==> src/rtl/bus_pkg.sv <==
// Shared definitions for the factorial-machine bus: master count, id width,
// arbiter state encoding and the one-hot grant helper.
package bus_pkg;

  localparam int NMASTERS = 4;
  localparam int ID_W     = 2;

  typedef enum logic {
    OWN = 1'b0,
    GAP = 1'b1
  } arb_state_t;

  function automatic logic [NMASTERS-1:0] onehot(input logic [ID_W-1:0] id);
    return NMASTERS'(1) << id;
  endfunction

endpackage

==> src/rtl/rr_pick.sv <==
// Rotating priority encoder: finds the first requester after the current
// owner, searching owner+1, owner+2, owner+3 (mod 4); the owner is never picked.
module rr_pick
  import bus_pkg::*;
(
  input  logic [NMASTERS-1:0] req,
  input  logic [ID_W-1:0]     owner,
  output logic [ID_W-1:0]     nxt,
  output logic                any
);

  logic [ID_W-1:0] idx;

  always_comb begin
    // NOTE: every output gets a default before the loop, so no path leaves one unassigned and no latch is inferred.
    nxt = '0;
    any = 1'b0;
    idx = '0;
    // Walk from the farthest candidate to the nearest so the nearest wins.
    for (int k = NMASTERS - 1; k >= 1; k--) begin
      idx = owner + ID_W'(k);
      if (req[idx]) begin
        nxt = idx;
        any = 1'b1;
      end
    end
  end

endmodule

==> src/rtl/rr_bus_arbiter.sv <==
// Four-master round-robin bus arbiter with per-owner lock, a one-cycle
// no-grant handover gap, and a hold counter that bounds unlocked tenure.
module rr_bus_arbiter
  import bus_pkg::*;
#(
  parameter int MAX_HOLD = 16
) (
  input  logic                clk,
  input  logic                reset,
  input  logic [NMASTERS-1:0] req,
  input  logic [NMASTERS-1:0] lock,
  output logic [NMASTERS-1:0] grant,
  output logic [ID_W-1:0]     grant_id,
  output logic                gap,
  output logic                preempt
);

  localparam logic [7:0] HOLD_LIMIT = 8'(MAX_HOLD - 1);

  arb_state_t      state;
  logic [ID_W-1:0] owner;
  logic [7:0]      hold_cnt;
  logic [ID_W-1:0] nxt;
  logic            any;
  logic            owner_req;
  logic            expired;

  rr_pick u_pick (
    .req   (req),
    .owner (owner),
    .nxt   (nxt),
    .any   (any)
  );

  assign owner_req = req[owner];
  assign expired   = !lock[owner] && (hold_cnt >= HOLD_LIMIT);

  // NOTE: all state here is updated with non-blocking assignments so every register samples the pre-edge values.
  always_ff @(posedge clk or posedge reset) begin
    if (reset) begin
      state    <= OWN;
      owner    <= '0;
      hold_cnt <= '0;
      grant    <= onehot('0);
      grant_id <= '0;
      gap      <= 1'b0;
      preempt  <= 1'b0;
    end else begin
      case (state)
        OWN: begin
          preempt <= 1'b0;
          if (any && owner_req && hold_cnt != 8'hFF) begin
            hold_cnt <= hold_cnt + 8'd1;
          end
          // A parked owner (no other requester) keeps the grant indefinitely.
          if (any && (!owner_req || expired)) begin
            state    <= GAP;
            owner    <= nxt;
            grant_id <= nxt;
            grant    <= '0;
            gap      <= 1'b1;
            preempt  <= owner_req;
          end
        end
        GAP: begin
          // Requests are deliberately not re-evaluated; the incoming owner is committed.
          state    <= OWN;
          grant    <= onehot(owner);
          gap      <= 1'b0;
          preempt  <= 1'b0;
          hold_cnt <= '0;
        end
        default: begin
          state <= OWN;
        end
      endcase
    end
  end

endmodule

==> config.mk <==
export PLATFORM = sky130hd
export DESIGN_NAME = rr_bus_arbiter
export DESIGN_NICKNAME = d
export VERILOG_FILES = /design/src/rtl/bus_pkg.sv /design/src/rtl/rr_pick.sv /design/src/rtl/rr_bus_arbiter.sv
export SDC_FILE = /design/constraint.sdc
export NUM_CORES = 1
export LEC_CHECK = 0
export ABC_AREA = 1
export BUFFER_PORTS_ARGS = -buffer_cell sky130_fd_sc_hd__buf_2
export CORE_MARGIN = 10
export CORE_UTILIZATION = 50
export CTS_BUF_LIST = sky130_fd_sc_hd__clkbuf_16
export CTS_CLUSTER_SIZE = 20
export DETAILED_ROUTE_END_ITERATION = 16
export GPL_ROUTABILITY_DRIVEN = 0
export PLACE_DENSITY = 0.81
export SYNTH_ARGS = -nofsm -noshare
export SYNTH_HDL_FRONTEND = slang
export SYNTH_SLANG_ARGS = --single-unit
==> constraint.sdc <==
create_clock -name clk -period 1.91 [get_ports clk]
set_input_delay 0.382 -clock clk [delete_from_list [all_inputs] [get_ports clk]]
set_output_delay 0.382 -clock clk [all_outputs]
set_load 0.03 [all_outputs]
=== After elaboration in Yosys (flattened, before gate mapping) ===
Index checks and enable logic that the tools add are counted.

* Input bits: 10
* Word-level logic and storage cells: 54
* Register bits: 17

* Add/subtract/negate cells: 4
* Multiplexer cells: 26
* Order comparisons: 5
* Eq/ne operators: 3
* Reduce and logical (&&, ||, !) cells: 8
* Bitwise gates (word level): 1
* Shifts and indexed selects: 1

{| class="wikitable"
|+ Operator list
! cell !! number
|-
| $pmux 8 s2 || 1
|-
| $lt 2x3->1 const B || 4
|-
| $mux 1 || 11
|-
| $bmux 1 s2 || 5
|-
| $add 8x1->8 const B || 1
|-
| $ge 8x4->1 const B || 1
|-
| $mux 8 || 1
|-
| $ne 8x8->1 const B || 1
|-
| $pmux 4 s2 || 1
|-
| $mux 2 || 3
|-
| $pmux 1 s2 || 3
|-
| $add 2x2->2 const B || 2
|-
| $logic_and 1x1->1 || 4
|-
| $mux 4 || 1
|-
| $ne 2x2->1 const B || 2
|-
| $shl 1x2->4 const A || 1
|-
| $add 2x1->2 const B || 1
|-
| $logic_not 1->1 || 2
|-
| $reduce_and 2->1 || 1
|-
| $logic_or 1x1->1 || 1
|-
| $not 1->1 || 1
|}

=== Longest topological paths before layout ===
Gate-level depths: netlist of the first run.

* Depth in word-level cells: 10
* Mapped depth: 12
* Depth with buffers taken out: 11

=== Cells and area by module ===
Synthesis of the first run repeated with hierarchy kept, for this count alone.

* Cell total of the unflattened synthesis: 175
* Area total of the unflattened synthesis: 1345.0 µm²

{| class="wikitable"
|+ By module, submodules not included
! module !! times used !! sequential area each (µm²) !! area each (µm²) !! cells each
|-
| rr_bus_arbiter || 1 || 426.7 || 1134.8 || 129
|-
| rr_pick || 1 || 0.0 || 210.2 || 46
|}

=== Worst setup path after synthesis of the first run ===
No wires, ideal clock.

* Path type: flip-flop to flip-flop
* Start point: register owner[0]
* End point: register owner[0]
* Stages on the path, launching flop included: 12
* Clock period less this slack: 1.831 ns
* Setup time: 0.120 ns
* Data arrival time: 1.711 ns
* Path slack: 0.079 ns
* Path through: dfrtp_1 > buf_6 > inv_4 > ha_1 > inv_1 > nand3_2 > nand2_2 > inv_2 > nand2_2 > nand2_1 > o21ai_1 > nand2_1

* Cells in the longest elaborated chain, start to end: 8

{| class="wikitable"
|+ Ends and longest elaborated chain
! what !! line !! RTL
|-
| start: declaration || rr_bus_arbiter.sv:21 || <nowiki>logic [ID_W-1:0] owner;</nowiki>
|-
| start signal: assignment || rr_bus_arbiter.sv:58 || <nowiki>owner <= nxt;</nowiki>
|-
| $add 2x2->2 || rr_pick.sv:21 || <nowiki>idx = owner + ID_W'(k);</nowiki>
|-
| $bmux 1 s2 || rr_pick.sv:22 || <nowiki>if (req[idx]) begin</nowiki>
|-
| $mux 1 (implied by the code) || rr_pick.sv:22 ||
|-
| $mux 1 (3 in a row) || rr_pick.sv:22 ||
|-
| $logic_and 1x1->1 || rr_bus_arbiter.sv:56 || <nowiki>if (any && (!owner_req || expired)) begin</nowiki>
|-
| $reduce_and 2->1 (no line) || n/a ||
|}

Several ways; a longest one is shown, not always the timed one. The select of a mux whose other input is x is not followed.
A chain may end at the register's enable or synchronous reset.

=== Final worst setup path of the first run ===
Ends and elaborated chain as after synthesis.

==> flow_summary.ini, run 1 <==
[status]
outcome = finished clean

[synth]
async_reset_ff_share_pct = 100.0
synthSimpleGateAreaFrac_pct = 44.36
yosysSeqAreaShare_pct = 36.63
yosys_register_bits = 17
syn_avg_cell_area_sq_um = 7.191
synth-edff-count = 0
synth_top_area_share_pct = 34.37
synthTopCellsByArea = dfrtp_1, nand2_1, nand3_1
synthAdderAreaFrac_pct = 5.371
synth.distinct_cells = 25
yosys.area.top_type = dfrtp_1
syn-num-nets = 177
synthCells = 162
syn_area_sq_mm = 0.001165
ys.flop_type = dfrtp_1
synth_xor_area_share_pct = 2.256
synth_top_family_by_area = simple AND/OR/NAND/NOR gates
ys.warnings.count = 0
synthMuxAreaShare_pct = 0
synth_compound_area_share_pct = 4.082

[worst_setup_path]
critPathMaxFanout = 12
end_kind = register
worstPathArrival_ps = 1900
crit_required_ps = 2050
crit_path_start_kind = register
crit_type = reg -> reg

[layout]
final_common_cell = nand2_1
multiInputGateArea_sq_um = 653.1
drive_gt1_share_pct = 21.43
nets = 198
regArea_sq_um = 426.7
area_growth_pct = 16.76
instances_no_fill = 210
antenna_cells = 0
final_cell_mix = nand2_1, nand3_1, buf_2
fin_area_sq_mm = 0.001360
n_fill_cell = 199

[clock_tree]
cts.repair.resized = 0
cts_sinks = 17
clock_latency_ps = 250
htreeDepth = 1
cts_buffer_depth = 2
postCtsSetupBuffers = 0
tritoncts = done
clk_pin_slew_ps = 50
cts_buffers = 3
root_buffer = clkbuf_16
hold_buffers = 0

[die]
core_sq_mm = 0.002212
die-area_sq_mm = 0.004660
initial_core_util_pct = 52.66
dieHeight_um = 68.27
ios = 18
num_rows = 17
die_w_um = 68.27

[timing]
fin_skew_ps = 0.8187
fin_setup_tns_ps = 0
finalSetupViolations = 0
relSlewSlack_pct = 57.50
maxSlewViolCount = 0
rsz0062_at_grt = false
finalCritPeriodShare_pct = 92.18
postLayoutSetupSlackWorst_ps = 149.3
hold_viol_final = 0
clock.fmax_mhz = 568.0
period_minus_slack_ps = 1761
worst_pin_slew_ps = 636.7

[power]
clkPwrFrac_pct = 18.4
seqPwrFrac_pct = 26.6
p_int_w = 0.001151
leakagePower_nw = 0.7558
p_per_area_mw_per_mm2 = 1660
vdd_drop_max_mv = 1.057
power_w = 0.002257
comb_power_share_pct = 55.0
p_sw_w = 0.001106
netSwitchingFraction_pct = 49.00

[grt]
antenna_found_initial = 0
grt_pass1_wl_um = 4305
grt_max_degree = 18
overflow = 0
track_usage_pct = 12.17
grt_pass1_vias = 996

[placed_design]
dp_slack_ps = 163.0
placed_cell_area_sq_mm = 0.001281
numPortBuffers = 17
dp_hpwl_um = 2014
placed_cells = 206

[route]
wire_per_inst_um = 12.84
drt-pass1-iter-count = 4
detail_route.iter0.violations = 106
num_vias = 1103
viasPerCell = 5.252
ant_nets = 0
drc = 0
totalWireLength_um = 2697

[hold_path]
holdCritPathClass = in -> async

[run]
timing.max_cap.violations = 0
==> registers in the layout (all words and copies together) (netlist names) <==
name      cells
preempt       1
grant         4
owner         2
hold_cnt      8
gap           1
state         1
==> synthesized netlist by cell type (all sizes together), types with 2 or more instances <==
master	n
nand2	63
nand3	25
inv	17
dfrtp	16
nor2	15
o21ai	6
ha	5
nand4	3
a21oi	2
clkbuf	2
nor3b	2
xor2	2
==> routing by layer <==
layer  up-vias  wire [um]  global-route usage (%)
li1        555          -                       -
met1       512       1131                   12.78
met2        31       1355                   21.51
met3         5        140                   2.121
met4         0         68                   8.543
met5         -          0                       0
==> power groups by stage <==
| stage | logic (W) | clock network [W] | registers, W |
|---|---|---|---|
| 6_report | 0.00124 | 0.000415 | 0.000600 |
| 5_1_grt | 0.00137 | 0.000432 | 0.000618 |
| 4_1_cts | 0.00125 | 0.000416 | 0.000600 |
| 3_5_place_dp | 0.00124 | 0 | 0.000604 |
| 3_3_place_gp | 0.00120 | 0 | 0.000590 |
| 2_1_floorplan | 0.000835 | 0 | 0.000722 |
==> cells by family (layout without fill, tap and decap cells) <==
kind of cell | count (synthesis) | count (layout)
buffers and inverters | 20 | 40
flip-flops | 17 | 17
AO/OA/AOI/OAI | 9 | 9
adder cells (fa/ha/maj) | 5 | 5
AND/OR/NAND/NOR | 108 | 108
XOR/XNOR | 3 | 3
==> final cells by class <==
class | instances | area share (%)
Tap cell | 28 | 2.576
Clock inverter | 1 | 0.2760
Clock buffer | 3 | 5.520
Multi-Input combinational cell | 125 | 48.02
Inverter | 17 | 4.876
Timing Repair Buffer | 19 | 7.360
Sequential cell | 17 | 31.37
==> critical path: stages, from the launching register on <==
cell and delay [ps]:
dfrtp_1 590, inv_4 100, ha_1 350, inv_1 100
nand3_2 100, nand2_2 80, inv_2 40, nand2_2 40
nand2_1 60, o21ai_1 150, nand2_1 50
==> worst paths after layout <==
| check | start | endpoint | slack, ps | cells after the start |
|---|---|---|---|---|
| min reg2reg | grant[0]$_DFFE_PP1P_ | grant[0]$_DFFE_PP1P_ | 500 | 2 |
| max in group asynchronous | reset | preempt$_DFF_PP0_ | 1290 | 2 |
| min | reset | grant[2]$_DFFE_PP0P_ | 210 | 2 |
| max reg2reg | owner[0]$_DFFE_PP0P_ | owner[0]$_DFFE_PP0P_ | 150 | 10 |
| max | owner[0]$_DFFE_PP0P_ | owner[0]$_DFFE_PP0P_ | 150 | 10 |
| min in group clk | grant[0]$_DFFE_PP1P_ | grant[0]$_DFFE_PP1P_ | 500 | 2 |
==> per-stage QoR <==
stage / utilization [%] / hold slack [ps]
2_1_floorplan: - / 307.3
3_3_place_gp: 57.92 / 469.0
3_5_place_dp: 57.92 / 490.1
4_1_cts: 61.48 / 238.0
5_1_grt: 61.48 / 286.7
6_report: 61.48 / 208.6
No activity file was read; power rests on OpenSTA's default activity.
==> run 2, diff against run 1 <==
--- a/config.mk
+++ b/config.mk
@@ -7,6 +7,7 @@
 export LEC_CHECK = 0
 export ABC_AREA = 1
 export BUFFER_PORTS_ARGS = -buffer_cell sky130_fd_sc_hd__buf_2
+export CORE_ASPECT_RATIO = 1.2
 export CORE_MARGIN = 10
 export CORE_UTILIZATION = 50
 export CTS_BUF_LIST = sky130_fd_sc_hd__clkbuf_16
==> run 2 against run 1 <==
Net effect: die area rose by 0.18%; sequential share of layout area down 0.086 points; combinational power about the same; utilization is 1.1 points lower; cell count grew 1.4%; via count decreased by 1.9%; setup slack better by 55 ps; global-route usage is 0.49 points lower; critical path depth unchanged; power fell by 0.60%; clock power shrank 1%.
==> flow_summary.ini, run 2 (synthesis results as in run 1) <==
[power]
leakagePower_nw = 0.7558
power_w = 0.002244
p_per_area_mw_per_mm2 = 1645
seqPwrFrac_pct = 25.6
clkPwrFrac_pct = 18.2
netSwitchingFraction_pct = 48.68
comb_power_share_pct = 56.2
vdd_drop_max_mv = 0.9406
p_int_w = 0.001151
p_sw_w = 0.001092

[layout]
nets = 198
final_common_cell = nand2_1
largest_register_ffs = 8
multiInputGateArea_sq_um = 653.1
drive_gt1_share_pct = 21.43
area_growth_pct = 17.08
antenna_cells = 0
regArea_sq_um = 426.7
n_fill_cell = 202
top_regs = hold_cnt (8), grant (4), owner (2)
final_cell_mix = nand2_1, nand3_1, buf_2
regMostFlops = hold_cnt

[clock_tree]
cts.repair.resized = 0
cts_buffer_depth = 2
cts_buffers = 3
hold_buffers = 0
cts_sinks = 17
root_buffer = clkbuf_16
clock_latency_ps = 250
htreeDepth = 1
tritoncts = done
clk_pin_slew_ps = 50
postCtsSetupBuffers = 0

[die]
die_w_um = 64.06
dieHeight_um = 72.88
core_sq_mm = 0.002258
initial_core_util_pct = 51.58
num_rows = 19
die-area_sq_mm = 0.004668
ios = 18

[timing]
fin_skew_ps = 2.822
postLayoutSetupSlackWorst_ps = 204.2
maxSlewViolCount = 0
relSlewSlack_pct = 59.45
clock.fmax_mhz = 586.2
worst_pin_slew_ps = 607.5
rsz0062_at_grt = false
period_minus_slack_ps = 1706
fin_setup_tns_ps = 0
finalSetupViolations = 0
hold_viol_final = 0
finalCritPeriodShare_pct = 89.31

[route]
ant_nets = 0
totalWireLength_um = 2559
drt-pass1-iter-count = 4
num_vias = 1082
detail_route.iter0.violations = 29
wire_per_inst_um = 12.01
drc = 0
viasPerCell = 5.080

[worst_setup_path]
crit_required_ps = 2040
end_kind = register
crit_type = reg -> reg
critPathMaxFanout = 8
crit_path_start_kind = register
worstPathArrival_ps = 1840

[placed_design]
numPortBuffers = 17
dp_hpwl_um = 1977
dp_slack_ps = 215.3

[grt]
antenna_found_initial = 0
overflow = 0
grt_pass1_vias = 1085
grt_max_degree = 18
grt_pass1_wl_um = 4464
track_usage_pct = 11.68

[status]
outcome = finished clean

[run]
timing.max_cap.violations = 0

[hold_path]
holdCritPathClass = in -> async
==> run 2: power groups by stage <==
stage / clock [W] / sequential, W / combinational (W)
floorplan: 0 / 0.000722 / 0.000835
global placement: 0 / 0.000568 / 0.00122
detailed placement: 0 / 0.000578 / 0.00126
CTS: 0.000412 / 0.000576 / 0.00127
global route: 0.000429 / 0.000594 / 0.00140
finish: 0.000409 / 0.000574 / 0.00126
==> run 2: worst paths after layout <==
check | start | endpoint | slack [ps] | cells after the start
setup / recovery | owner[1]$_DFFE_PP0P_ | owner[0]$_DFFE_PP0P_ | 200 | 10
setup reg to reg | owner[1]$_DFFE_PP0P_ | owner[0]$_DFFE_PP0P_ | 200 | 10
hold / removal | reset | hold_cnt[3]$_DFFE_PP0P_ | 200 | 2
hold reg to reg | grant[0]$_DFFE_PP1P_ | grant[0]$_DFFE_PP1P_ | 490 | 2
min in group clk | grant[0]$_DFFE_PP1P_ | grant[0]$_DFFE_PP1P_ | 490 | 2
max in group asynchronous | reset | hold_cnt[0]$_DFFE_PP0P_ | 1320 | 2
==> run 2: through the flow <==
stage / cells / cell area, sq um / utilization (%) / hold WS (ps)
finish: 213 / 1364 / 60.39 / 201.4
global route: 213 / 1364 / 60.39 / 273.0
CTS: 213 / 1364 / 60.39 / 239.7
detailed placement: 209 / 1285 / 56.90 / 483.0
global placement: 209 / 1285 / 56.90 / 470.6
floorplan: 162 / 1165 / - / 307.3
==> run 2: per-layer routing <==
metal / GRT usage [%] / up-vias / wire (um) / part of all wire, %
li1: - / 552 / - / -
met1: 12.38 / 493 / 1130 / 44
met2: 20.27 / 32 / 1218 / 48
met3: 2.765 / 5 / 141 / 5.5
met4: 7.543 / 0 / 68 / 2.7
met5: 0 / - / 0 / 0
==> run 2: cell type report <==
type	instances	share of cell area, %
clock buffers	3	5.505
clock inverters	1	0.2752
inverters	17	4.862
multi-input cells	125	47.89
flip-flops and latches	17	31.28
well taps	31	2.844
repair buffers	19	7.339
==> run 2: worst max-delay path: stages (launching register included) <==
cell and delay, ps:
dfrtp_1 470, inv_1 150, ha_1 350, inv_1 100, nand3_2 90, nand2_2 80
inv_2 40, nand2_2 40, nand2_1 60, o21ai_1 150, nand2_1 50
==> run 3, diff against run 2 <==
--- a/config.mk
+++ b/config.mk
@@ -15,6 +15,7 @@
 export DETAILED_ROUTE_END_ITERATION = 16
 export GPL_ROUTABILITY_DRIVEN = 0
 export PLACE_DENSITY = 0.81
+export SETUP_SLACK_MARGIN = 0.3
 export SYNTH_ARGS = -nofsm -noshare
 export SYNTH_HDL_FRONTEND = slang
 export SYNTH_SLANG_ARGS = --single-unit
==> run 3 against run 2 <==
Net effect: cell count increased by 3.3%; largest cell class unchanged; largest power group unchanged; critical path depth unchanged; sequential share of layout area decreased by 2.1 points; sequential power grew 3%.
==> flow_summary.ini, run 3 (synthesis results as in run 1) <==
[clock_tree]
clock_latency_ps = 250
cts_sinks = 17
cts_buffer_depth = 2
cts_buffers = 3
clk_pin_slew_ps = 50
tritoncts = done
htreeDepth = 1
hold_buffers = 0
root_buffer = clkbuf_16

[layout]
final_cell_mix = nand2_1, nand3_1, buf_2
area_growth_pct = 26.42
fin_area_sq_mm = 0.001473
final_common_cell = nand2_1
antenna_cells = 0
regMostFlops = hold_cnt
instances_no_fill = 220
top_regs = hold_cnt (8), grant (4), owner (2)
drive_gt1_share_pct = 29.63
nets = 205
largest_register_ffs = 8

[timing]
fin_skew_ps = 2.350
clock.fmax_mhz = 648.8
rsz0062_at_grt = true
maxSlewViolCount = 0
hold_viol_final = 0
period_minus_slack_ps = 1541
fin_setup_tns_ps = 0
relSlewSlack_pct = 56.78
worst_pin_slew_ps = 647.6
postLayoutSetupSlackWorst_ps = 368.6
finalSetupViolations = 0
finalCritPeriodShare_pct = 80.70

[worst_setup_path]
reg2reg_to = hold_cnt[6]$_DFFE_PP0P_
crit_path_start_kind = register
reg2reg_slack_ps = 370
crit_start = owner[0]$_DFFE_PP0P_
crit_type = reg -> reg
endpoint = hold_cnt[6]$_DFFE_PP0P_
worstPathArrival_ps = 1730
rr_startpoint = owner[0]$_DFFE_PP0P_
end_kind = register
crit_required_ps = 2100
critPathMaxFanout = 9
reg2reg_depth = 10

[grt]
track_usage_pct = 11.85
overflow = 0
grtUsageMet2_pct = 21.71
grt_pass1_wl_um = 4519
antenna_found_initial = 0
use_met1_pct = 12.14
grt_pass1_vias = 1100
met3_usage_pct = 2.151
grt_max_degree = 18
grt.busiest_layer = met2

[power]
comb_power_share_pct = 59.6
clkPwrFrac_pct = 16.7
leakagePower_nw = 0.7899
seqPwrFrac_pct = 23.8
netSwitchingFraction_pct = 47.89
power_w = 0.002491
p_sw_w = 0.001193
p_per_area_mw_per_mm2 = 1692
vdd_drop_max_mv = 1.097
p_int_w = 0.001298

[route]
totalWireLength_um = 2817
drc = 0
viasPerCell = 5.105
ant_nets = 0
drt-pass1-iter-count = 4
wire_per_inst_um = 12.80
detail_route.iter0.violations = 32
num_vias = 1123

[placed_design]
numPortBuffers = 17
dp_hpwl_um = 1957
placed_cells = 208
placed_cell_area_sq_mm = 0.001292
dp_slack_ps = 264.6

[die]
initial_core_util_pct = 51.58
die-area_sq_mm = 0.004668
core_sq_mm = 0.002258
dieHeight_um = 72.88
num_rows = 19
ios = 18
die_w_um = 64.06

[hold_path]
holdCritPathClass = in -> async

[run]
timing.max_cap.violations = 0

[status]
outcome = finished clean
-- run 3: changes by cell type in the layout (fill, tap and decap cells not counted), moves of 2 or more --
| cell | delta |
|---|---|
| nor2_1 | -2 |
| dfrtp_2 | +2 |
| nand2_4 | -2 |
| o21ai_2 | +2 |
| nand2_8 | +2 |
| inv_1 | -2 |
| buf_4 | +6 |
| nor2_2 | +2 |
| dfrtp_1 | -2 |
-- run 3: worst min path at each step --
| stage | from | endpoint | slack [ps] | cells past startpoint |
|---|---|---|---|---|
| after floorplan | reset | gap$_DFFE_PP0P_ | 310 | 1 |
| after global placement | grant[0]$_DFFE_PP1P_ | grant[0]$_DFFE_PP1P_ | 470 | 2 |
| after detailed placement | grant[0]$_DFFE_PP1P_ | grant[0]$_DFFE_PP1P_ | 470 | 2 |
| after CTS | reset | grant[2]$_DFFE_PP0P_ | 240 | 2 |
| after global routing | reset | grant[1]$_DFFE_PP0P_ | 270 | 2 |
| final | reset | hold_cnt[0]$_DFFE_PP0P_ | 210 | 2 |
-- run 3: final cells by class --
type                            count  area (sq um)
Fill cell                         197         785.8
Multi-Input combinational cell    125         700.7
Sequential cell                    17         429.2
Timing Repair Buffer               26         156.4
Clock buffer                        3         75.07
Inverter                           17         68.82
Tap cell                           31         38.79
Clock inverter                      1         3.754
-- run 3: critical path, stage by stage (launching register included) --
cell,delay [ps]
dfrtp_2,460
buf_6,150
o21ai_2,140
nand2_1,80
nand2_2,90
inv_2,50
nor2_4,180
nand2_8,100
nand2_8,90
nand2_1,70
nand2_1,60
-- run 3: timing repair --
action	4_1_cts	5_1_grt
resized for setup	1	11
pin swaps	0	4
buffers inserted	3	5
setup endpoints to repair	1	8
-- run 3: metal layers --
| layer | vias up | share of wire (%) |
|---|---|---|
| met5 | - | 0 |
| met4 | 0 | 2.6 |
| met3 | 6 | 3.8 |
| met2 | 36 | 52 |
| met1 | 508 | 41 |
| li1 | 573 | - |
-- run 3: per-stage QoR --
stage / hold WS [ps] / utilization [%]
floorplan: 307.2 / -
global placement: 472.4 / 57.23
detailed placement: 472.5 / 57.23
CTS: 241.8 / 61.72
global route: 267.0 / 65.21
finish: 214.7 / 65.21
-- run 3: power by group through the flow --
stage | logic [W] | registers [W] | clock network, W
2_1_floorplan | 0.000858 | 0.000727 | 0
3_3_place_gp | 0.00120 | 0.000611 | 0
3_5_place_dp | 0.00125 | 0.000615 | 0
4_1_cts | 0.00132 | 0.000586 | 0.000422
5_1_grt | 0.00165 | 0.000609 | 0.000435
6_report | 0.00148 | 0.000592 | 0.000416
